===== config.mk =====
export PLATFORM = sky130hd
export DESIGN_NAME = ir_nec_rx_flat
export DESIGN_NICKNAME = d
export VERILOG_FILES = /design/src/rtl/ir_nec_rx_if.sv /design/src/rtl/ir_nec_rx.sv /design/src/flat_wrapper.sv
export SDC_FILE = /design/constraint.sdc
export NUM_CORES = 1
export LEC_CHECK = 0
export ABC_AREA = 1
export CELL_PAD_IN_SITES_DETAIL_PLACEMENT = 1
export CELL_PAD_IN_SITES_GLOBAL_PLACEMENT = 1
export CORE_MARGIN = 5
export CORE_UTILIZATION = 43
export DETAILED_ROUTE_END_ITERATION = 7
export GPL_ROUTABILITY_DRIVEN = 0
export PLACE_DENSITY_LB_ADDON = 0.1
export SYNTH_ARGS = -nofsm -noshare
export SYNTH_HDL_FRONTEND = slang
export SYNTH_SLANG_ARGS = --single-unit
export TNS_END_PERCENT = 5

===== constraint.sdc =====
create_clock -name clk_i -period 4.59 [get_ports clk_i]
set_input_delay 0.918 -clock clk_i [delete_from_list [all_inputs] [get_ports clk_i]]
set_output_delay 0.918 -clock clk_i [all_outputs]
set_load 0.01 [all_outputs]

===== src/rtl/ir_nec_rx_if.sv =====
// ir_nec_rx_if: Wishbone slave slot bundle for the NEC IR receiver
interface ir_nec_rx_if;
  logic        cyc_i;
  logic        stb_i;
  logic        we_i;
  logic        adr_i;
  logic [3:0]  sel_i;
  logic [31:0] dat_i;
  logic [31:0] dat_o;
  logic        ack_o;
  modport master(output cyc_i, stb_i, we_i, adr_i, sel_i, dat_i, input dat_o, ack_o);
  modport slave(input cyc_i, stb_i, we_i, adr_i, sel_i, dat_i, output dat_o, ack_o);
endinterface


===== src/rtl/ir_nec_rx.sv =====
// ir_nec_rx: NEC IR frame decoder feeding a 4-deep frame FIFO behind a Wishbone slave
module ir_nec_rx #(
  parameter int clkfreq = 100000000
) (
  input  logic        clk_i,
  input  logic        rst_i,
  ir_nec_rx_if.slave  bus,
  input  logic        irda,
  output logic        interrupt
);
  localparam int DIV = clkfreq / 100000;
  localparam int PW = DIV > 1 ? $clog2(DIV) : 1;
  localparam logic [2:0] IDLE = 3'd0, LEAD_LO = 3'd1, LEAD_HI = 3'd2, BIT_LO = 3'd3, BIT_HI = 3'd4, STOP = 3'd5;
  logic [1:0]    sync_q;
  logic          prev_q, fall, rise, tick;
  logic [PW-1:0] pre_q;
  logic [11:0]   width_q;
  logic          lead_ok, data_hi, rpt_hi, burst_ok, one_ok;
  logic [2:0]    state_q, state_d;
  logic [4:0]    idx_q, idx_d;
  logic [31:0]   frame_q, frame_d, pframe_q;
  logic          rpt_q, rpt_d, err_set, rpt_inc, push_d, push_q;
  logic [31:0]   mem_q [4];
  logic [1:0]    wp_q, rp_q;
  logic [2:0]    cnt_q;
  logic          ie_q, err_q, ovf_q;
  logic [7:0]    rcnt_q;
  logic          acc, rd, wr_st, pop, wr;
  logic [31:0]   status;
  logic          unused;
  assign unused = ^{bus.sel_i, bus.dat_i[31:7], bus.dat_i[2:0]};
  assign fall = prev_q & ~sync_q[1];
  assign rise = ~prev_q & sync_q[1];
  assign tick = pre_q == PW'(DIV - 1);
  assign lead_ok  = width_q >= 12'd800 && width_q <= 12'd1000;
  assign data_hi  = width_q >= 12'd400 && width_q <= 12'd500;
  assign rpt_hi   = width_q >= 12'd180 && width_q <= 12'd270;
  assign burst_ok = width_q >= 12'd40 && width_q <= 12'd70;
  assign one_ok   = width_q >= 12'd140 && width_q <= 12'd200;
  assign acc = bus.cyc_i & bus.stb_i & ~bus.ack_o;
  assign rd = acc & ~bus.we_i;
  assign wr_st = acc & bus.we_i & bus.adr_i;
  assign pop = rd & ~bus.adr_i & (cnt_q != 3'd0);
  assign wr = push_q & (~cnt_q[2] | pop);
  assign status = {16'h0, rcnt_q, 2'b0, ie_q, err_q, ovf_q, cnt_q};
  assign interrupt = ie_q & (cnt_q != 3'd0);
  // Synchronize the pin, track the previous level, run the 10 us tick and the pulse width counter
  always_ff @(posedge clk_i or posedge rst_i) begin
    if (rst_i) begin
      sync_q  <= 2'b11;
      prev_q  <= 1'b1;
      pre_q   <= '0;
      width_q <= '0;
    end else begin
      sync_q  <= {sync_q[0], irda};
      prev_q  <= sync_q[1];
      pre_q   <= tick ? '0 : pre_q + 1'b1;
      width_q <= (rise | fall) ? 12'd0 : (tick && width_q != 12'hFFF) ? width_q + 12'd1 : width_q;
    end
  end
  // Frame decoder: judges the width that just ended at every synced edge
  always_comb begin
    state_d = state_q;
    idx_d   = idx_q;
    frame_d = frame_q;
    rpt_d   = rpt_q;
    err_set = 1'b0;
    rpt_inc = 1'b0;
    push_d  = 1'b0;
    if (state_q != IDLE && width_q >= 12'd1200) begin
      state_d = IDLE;
      err_set = state_q != LEAD_LO;
    end else begin
      case (state_q)
        IDLE:    state_d = fall ? LEAD_LO : IDLE;
        LEAD_LO: state_d = rise ? (lead_ok ? LEAD_HI : IDLE) : LEAD_LO;
        LEAD_HI: if (fall) begin
          state_d = data_hi ? BIT_LO : rpt_hi ? STOP : IDLE;
          rpt_d   = rpt_hi & ~data_hi;
          idx_d   = 5'd0;
          err_set = ~data_hi & ~rpt_hi;
        end
        BIT_LO: if (rise) begin
          state_d = burst_ok ? BIT_HI : IDLE;
          err_set = ~burst_ok;
        end
        BIT_HI: if (fall) begin
          frame_d[idx_q] = one_ok;
          idx_d   = idx_q + 5'd1;
          state_d = ~(burst_ok | one_ok) ? IDLE : (idx_q == 5'd31) ? STOP : BIT_LO;
          err_set = ~(burst_ok | one_ok);
        end
        STOP: if (rise) begin
          state_d = IDLE;
          rpt_inc = burst_ok & rpt_q;
          push_d  = burst_ok & ~rpt_q & (frame_q[31:24] == ~frame_q[23:16]);
          err_set = ~burst_ok | (~rpt_q & (frame_q[31:24] != ~frame_q[23:16]));
        end
        default: state_d = IDLE;
      endcase
    end
  end
  // Decoder state plus a one-cycle staging register for completed frames
  always_ff @(posedge clk_i or posedge rst_i) begin
    if (rst_i) begin
      state_q  <= IDLE;
      idx_q    <= '0;
      frame_q  <= '0;
      rpt_q    <= 1'b0;
      push_q   <= 1'b0;
      pframe_q <= '0;
    end else begin
      state_q  <= state_d;
      idx_q    <= idx_d;
      frame_q  <= frame_d;
      rpt_q    <= rpt_d;
      push_q   <= push_d;
      pframe_q <= frame_q;
    end
  end
  // FIFO storage needs no reset; the pointers and count define validity
  always_ff @(posedge clk_i) begin
    if (wr) mem_q[wp_q] <= pframe_q;
  end
  // FIFO pointers, status flags and the bus response; hardware sets beat CPU clears
  always_ff @(posedge clk_i or posedge rst_i) begin
    if (rst_i) begin
      wp_q      <= '0;
      rp_q      <= '0;
      cnt_q     <= '0;
      ie_q      <= 1'b0;
      err_q     <= 1'b0;
      ovf_q     <= 1'b0;
      rcnt_q    <= '0;
      bus.ack_o <= 1'b0;
      bus.dat_o <= '0;
    end else begin
      wp_q      <= wp_q + {1'b0, wr};
      rp_q      <= rp_q + {1'b0, pop};
      cnt_q     <= cnt_q + {2'b0, wr} - {2'b0, pop};
      ie_q      <= wr_st ? bus.dat_i[5] : ie_q;
      err_q     <= err_set | (err_q & ~(wr_st & bus.dat_i[4]));
      ovf_q     <= (push_q & cnt_q[2] & ~pop) | (ovf_q & ~(wr_st & bus.dat_i[3]));
      rcnt_q    <= rpt_inc ? rcnt_q + {7'd0, rcnt_q != 8'hFF} : (wr_st & bus.dat_i[6]) ? 8'd0 : rcnt_q;
      bus.ack_o <= acc;
      if (rd) bus.dat_o <= bus.adr_i ? status : (cnt_q != 3'd0) ? mem_q[rp_q] : 32'd0;
    end
  end
endmodule


===== src/flat_wrapper.sv =====
// flat-port wrapper written by rule: the top's interface ports become plain ports
module ir_nec_rx_flat 
#(
  parameter int clkfreq = 100000000
)
  (clk_i, rst_i, irda, interrupt, bus_cyc_i, bus_stb_i, bus_we_i, bus_adr_i, bus_sel_i, bus_dat_i, bus_dat_o, bus_ack_o);
  ir_nec_rx_if bus_i ();
  input  logic clk_i;
  input  logic rst_i;
  input  logic irda;
  output logic interrupt;
  input wire logic [$bits(bus_i.cyc_i)-1:0] bus_cyc_i;
  input wire logic [$bits(bus_i.stb_i)-1:0] bus_stb_i;
  input wire logic [$bits(bus_i.we_i)-1:0] bus_we_i;
  input wire logic [$bits(bus_i.adr_i)-1:0] bus_adr_i;
  input wire logic [$bits(bus_i.sel_i)-1:0] bus_sel_i;
  input wire logic [$bits(bus_i.dat_i)-1:0] bus_dat_i;
  output wire logic [$bits(bus_i.dat_o)-1:0] bus_dat_o;
  output wire logic [$bits(bus_i.ack_o)-1:0] bus_ack_o;
  assign bus_i.cyc_i = bus_cyc_i;
  assign bus_i.stb_i = bus_stb_i;
  assign bus_i.we_i = bus_we_i;
  assign bus_i.adr_i = bus_adr_i;
  assign bus_i.sel_i = bus_sel_i;
  assign bus_i.dat_i = bus_dat_i;
  assign bus_dat_o = bus_i.dat_o;
  assign bus_ack_o = bus_i.ack_o;
  ir_nec_rx #(.clkfreq(clkfreq)) u_core (.clk_i(clk_i), .rst_i(rst_i), .bus(bus_i), .irda(irda), .interrupt(interrupt));
endmodule

==> summary.md <==
The run finished with clean final reports. At the pin with the least slew margin, the transition time is 1.10 ns. Yosys attributes the largest share of cell area to sky130_fd_sc_hd__edfxtp_1, sky130_fd_sc_hd__dfrtp_1, sky130_fd_sc_hd__nand2_1. The xor and xnor area share after synthesis works out to 0.0175. The number of failing hold endpoints at the final stage is 0.

For the worst hold slack after final layout, the log shows 0.362 ns. The primary flip-flop cell chosen by synthesis mapping is sky130_fd_sc_hd__dfrtp_1. The proportion of synthesized area in mux cells works out to 0.

The number of clock buffers added by TritonCTS is 30. Detailed routing inserted a total of 7,774 vias. The run gives 1,035 as the cell count after synthesis. For the number of fill cells in the layout, the log shows 2,769. In this run the cell area of the synthesized design comes to 11,500 um2. The count of H-tree levels built during CTS came out at 1. After detailed routing, the number of vias per cell comes to 5.38. Static timing analysis puts the maximum clock frequency at 0.361 GHz.

The placed wire-length estimate after detailed placement came out at 17,400 um. The post-synthesis simple-gate area fraction was 0.158. For this design the top-level I/O count stands at 77. Entering global routing, the biggest net connects 66 pins. Share of layout cells above drive strength 1: 0.0938. The number of nets in the synthesized netlist was 1,095; the vertical die dimension was 173 um. Each instance of the synthesized netlist takes up on average 11.1 um2.

The die span in x is 173 um, and the die area is 30,100 um2. The final critical-path share of the clock period is 0.603, and the post-cts gate resize count is 0. For the worst setup path, the data arrival time is 1.85 ns. The setup path with the least slack is of type reg2out. In this run the deepest clock path goes through 3 buffers. Yosys mapped the design onto 41 distinct sky130hd cell types. The path type of the worst min-delay path is reg2reg. Of all nets on the critical path, the largest fanout is 5. The ratio of total power to cell area is 501 nW/um2, and the total negative setup slack is 0 ns.

For the met3 layer usage reported by global route, the log shows 0.0209. The antenna diode instance count came out at 0. The synthesis-to-finish area growth is 16.5%, and the count of yosys warnings during synthesis is 0. The minimum period implied by the final worst setup slack is 2.77 ns.

Across the routed clock network, the largest skew measured is 0.0165 ns. STA classifies the critical path endpoint as an output pin. The cell type with the largest total area after synthesis is sky130_fd_sc_hd__edfxtp_1. The number of hold buffers added after cts is 0.

The clock insertion delay at the later pin of the skew report came out at 0.55 ns. The clock transition at the registers of the reported paths was 0.06 ns. The number of enable-type register cells in the synthesized netlist works out to 128. Across the run, the number of max-cap violations was 0. Setup repair after global routing left no endpoint under its margin.

The met2 global-route usage is 0.326. The adder and majority gate portion of the synthesized area works out to 0.0192. The starting density of the core is 0.438, and the post-route DRC violation count is 0. Port buffering added 44 buffers.

The first TritonRoute pass finished after 5 iterations. The tools report the worst setup slack before clock tree synthesis as 1.28 ns. The power consumption was 6.70 mW.

For the worst flop-to-flop path, the logic depth is 10. The wire length of the first global-routing pass came out at 45,200 um. Worst path required time: 3.67 ns.

TritonCTS built the clock tree. The run gives 8,418 as the via count of the first global-routing pass. Counting every sink on the clock net gives 278.

The residual overflow from global routing came out at 0. The count of nets left with antenna violations once routing finished came out at 0. The share of Yosys cell area claimed by the top area cell type was 0.335; the final worst-path setup slack was 1.82 ns.

The logs give 0.236 for the global-route track usage on met1 and 0 for the number of setup violations in the final report. STA classifies the critical path startpoint as a register. The share of synthesized registers carrying an async set or reset came out at 0.540. The core region is 26,200 um2. On the worst path, the slowest cell contributes a delay of 0.50 ns.

The routing layer with the top usage in global route was met2. The maximum vdd ir drop is 0.262 mV. Clock root buffer: sky130_fd_sc_hd__clkbuf_16.

Combined global-route utilization of all metal layers: 0.183. For this design, the slowest cell found on the critical path is sky130_fd_sc_hd__clkdlybuf4s50_1. For the buffers inserted during post-CTS setup optimization, the log shows 0.

After detailed routing, the average wire length per cell comes to 19.0 um. The signal on the critical path passes through nor3_1, nor2_1, clkdlybuf4s50_1. The compound-cell area share of the yosys netlist came out at 0.104.

For the number of standard-cell rows in the floorplan, the log shows 59. The detailed-route wire length is 27,400 um, and the sequential cell area fraction in the yosys report is 0.662. In this run, synthesis produced a sequential element count of 278.

Worst-case headroom to the max-slew limit: 0.262. The worst hold path was traced through 0 stages. Count of final max-slew check failures: 0. Summed over all cells, the static leakage comes to 5.78 nW. The run gives 0 as the number of antenna violations at the first check in global routing. After synthesis, the largest family of logic cells by area is simple AND/OR/NAND/NOR gates.

For the number of DRC violations after detailed-routing iteration 0, the log shows 400. For this run, the post-layout net count is 1,145.
layer usage:
layer	vias up	part of all wire
li1	3729	-
met5	-	0
met4	0	0.024
met3	43	0.023
met1	3924	0.44
met2	78	0.51
state kept, by name, indices dropped and copies added (netlist names), 2 cells and up:
name	flops
u_core.pframe_q	32
u_core.pre_q	10
u_core.rp_q	2
u_core.state_q	3
u_core.bus.dat_o	32
u_core.rcnt_q	8
u_core.mem_q	128
u_core.wp_q	2
u_core.cnt_q	3
u_core.idx_q	5
u_core.width_q	12
u_core.sync_q	2
u_core.frame_q	32
per-stage QoR:
stage / util / cell area [um2] / instances
final: 0.511 / 13400 / 1444
after global routing: 0.511 / 13400 / 1444
after CTS: 0.511 / 13400 / 1444
after detailed placement: 0.470 / 12300 / 1388
after global placement: 0.470 / 12300 / 1388
after floorplan: - / 11500 / 1035
synth_stat cells, types with 2 or more instances:
master / number
sky130_fd_sc_hd__a21oi_1: 16
sky130_fd_sc_hd__a22o_1: 18
sky130_fd_sc_hd__a31oi_1: 2
sky130_fd_sc_hd__buf_2: 6
sky130_fd_sc_hd__buf_4: 4
sky130_fd_sc_hd__clkbuf_1: 29
sky130_fd_sc_hd__dfrtp_1: 147
sky130_fd_sc_hd__dfstp_2: 3
sky130_fd_sc_hd__edfxtp_1: 128
sky130_fd_sc_hd__ha_1: 16
sky130_fd_sc_hd__inv_1: 67
sky130_fd_sc_hd__inv_2: 8
sky130_fd_sc_hd__nand2_1: 145
sky130_fd_sc_hd__nand2_2: 9
sky130_fd_sc_hd__nand2_4: 3
sky130_fd_sc_hd__nand3_1: 35
sky130_fd_sc_hd__nand3b_1: 2
sky130_fd_sc_hd__nand4_1: 37
sky130_fd_sc_hd__nor2_1: 122
sky130_fd_sc_hd__nor2_2: 4
sky130_fd_sc_hd__nor2_4: 2
sky130_fd_sc_hd__nor3_1: 27
sky130_fd_sc_hd__nor3_2: 3
sky130_fd_sc_hd__nor4_1: 2
sky130_fd_sc_hd__o211ai_1: 10
sky130_fd_sc_hd__o21ai_0: 80
sky130_fd_sc_hd__o21ai_1: 35
sky130_fd_sc_hd__o22ai_1: 41
sky130_fd_sc_hd__xnor2_1: 4
sky130_fd_sc_hd__xor2_1: 19
final timing paths:
path,startpoint,to,slack [ns]
setup reg to reg,u_core.cnt_q[2],u_core.cnt_q[2],2.41
hold / removal,u_core.sync_q[0],u_core.sync_q[1],0.36
max in group asynchronous,rst_i,u_core.rp_q[0],2.84
hold reg to reg,u_core.sync_q[0],u_core.sync_q[1],0.36
setup / recovery,u_core.cnt_q[2],interrupt,1.82
min in group asynchronous,rst_i,u_core.pframe_q[25],0.84
cells in the final DEF, fill, tap and decap left out, drive strengths merged, types with 16 or more instances in the layout:
cell,netlist,final
xor2,19,19
a22o,18,18
a21oi,16,16
nand3,36,36
nand4,38,38
o21ai,115,115
clkdlybuf4s50,0,44
dfrtp,147,147
edfxtp,128,128
ha,16,16
clkbuf,30,40
nand2,157,157
inv,75,75
o22ai,41,41
nor3,30,30
nor2,129,129
critical path: cells and delay by family (launching register included):
kind / cells / cell delay (ns)
and+or+nand+nor: 2 / 0.37
DFF: 1 / 0.44
buffers and inverters: 1 / 0.50
power breakdown:
| group | total [mW] | internal, mW | leakage (nW) | switching, mW |
|---|---|---|---|---|
| registers | 2.83 | 2.73 | 3.51 | 0.0913 |
| clock network | 2.57 | 1.60 | 0.513 | 0.969 |
| logic | 1.30 | 0.531 | 1.76 | 0.774 |
area by class of cell:
| cell class | instances | area, um2 | area share |
|---|---|---|---|
| clock buffers | 40 | 830 | 0.0620 |
| flip-flops and latches | 278 | 7600 | 0.568 |
| well taps | 335 | 419 | 0.0313 |
| repair buffers | 58 | 558 | 0.0417 |
| inverters | 75 | 285 | 0.0213 |
| clock inverters | 16 | 239 | 0.0179 |
| multi-input cells | 642 | 3450 | 0.258 |
cell families (layout without fill, tap and decap cells):
logic type / count (synthesis) / count (layout)
AOI/OAI and AO/OA: 206 / 206
xor gates and xnor gates: 23 / 23
adders and majority gates: 17 / 17
buffers and inverters: 115 / 189
DFF: 278 / 278
and+or+nand+nor: 396 / 396
(Power assumes the default switching activity.)
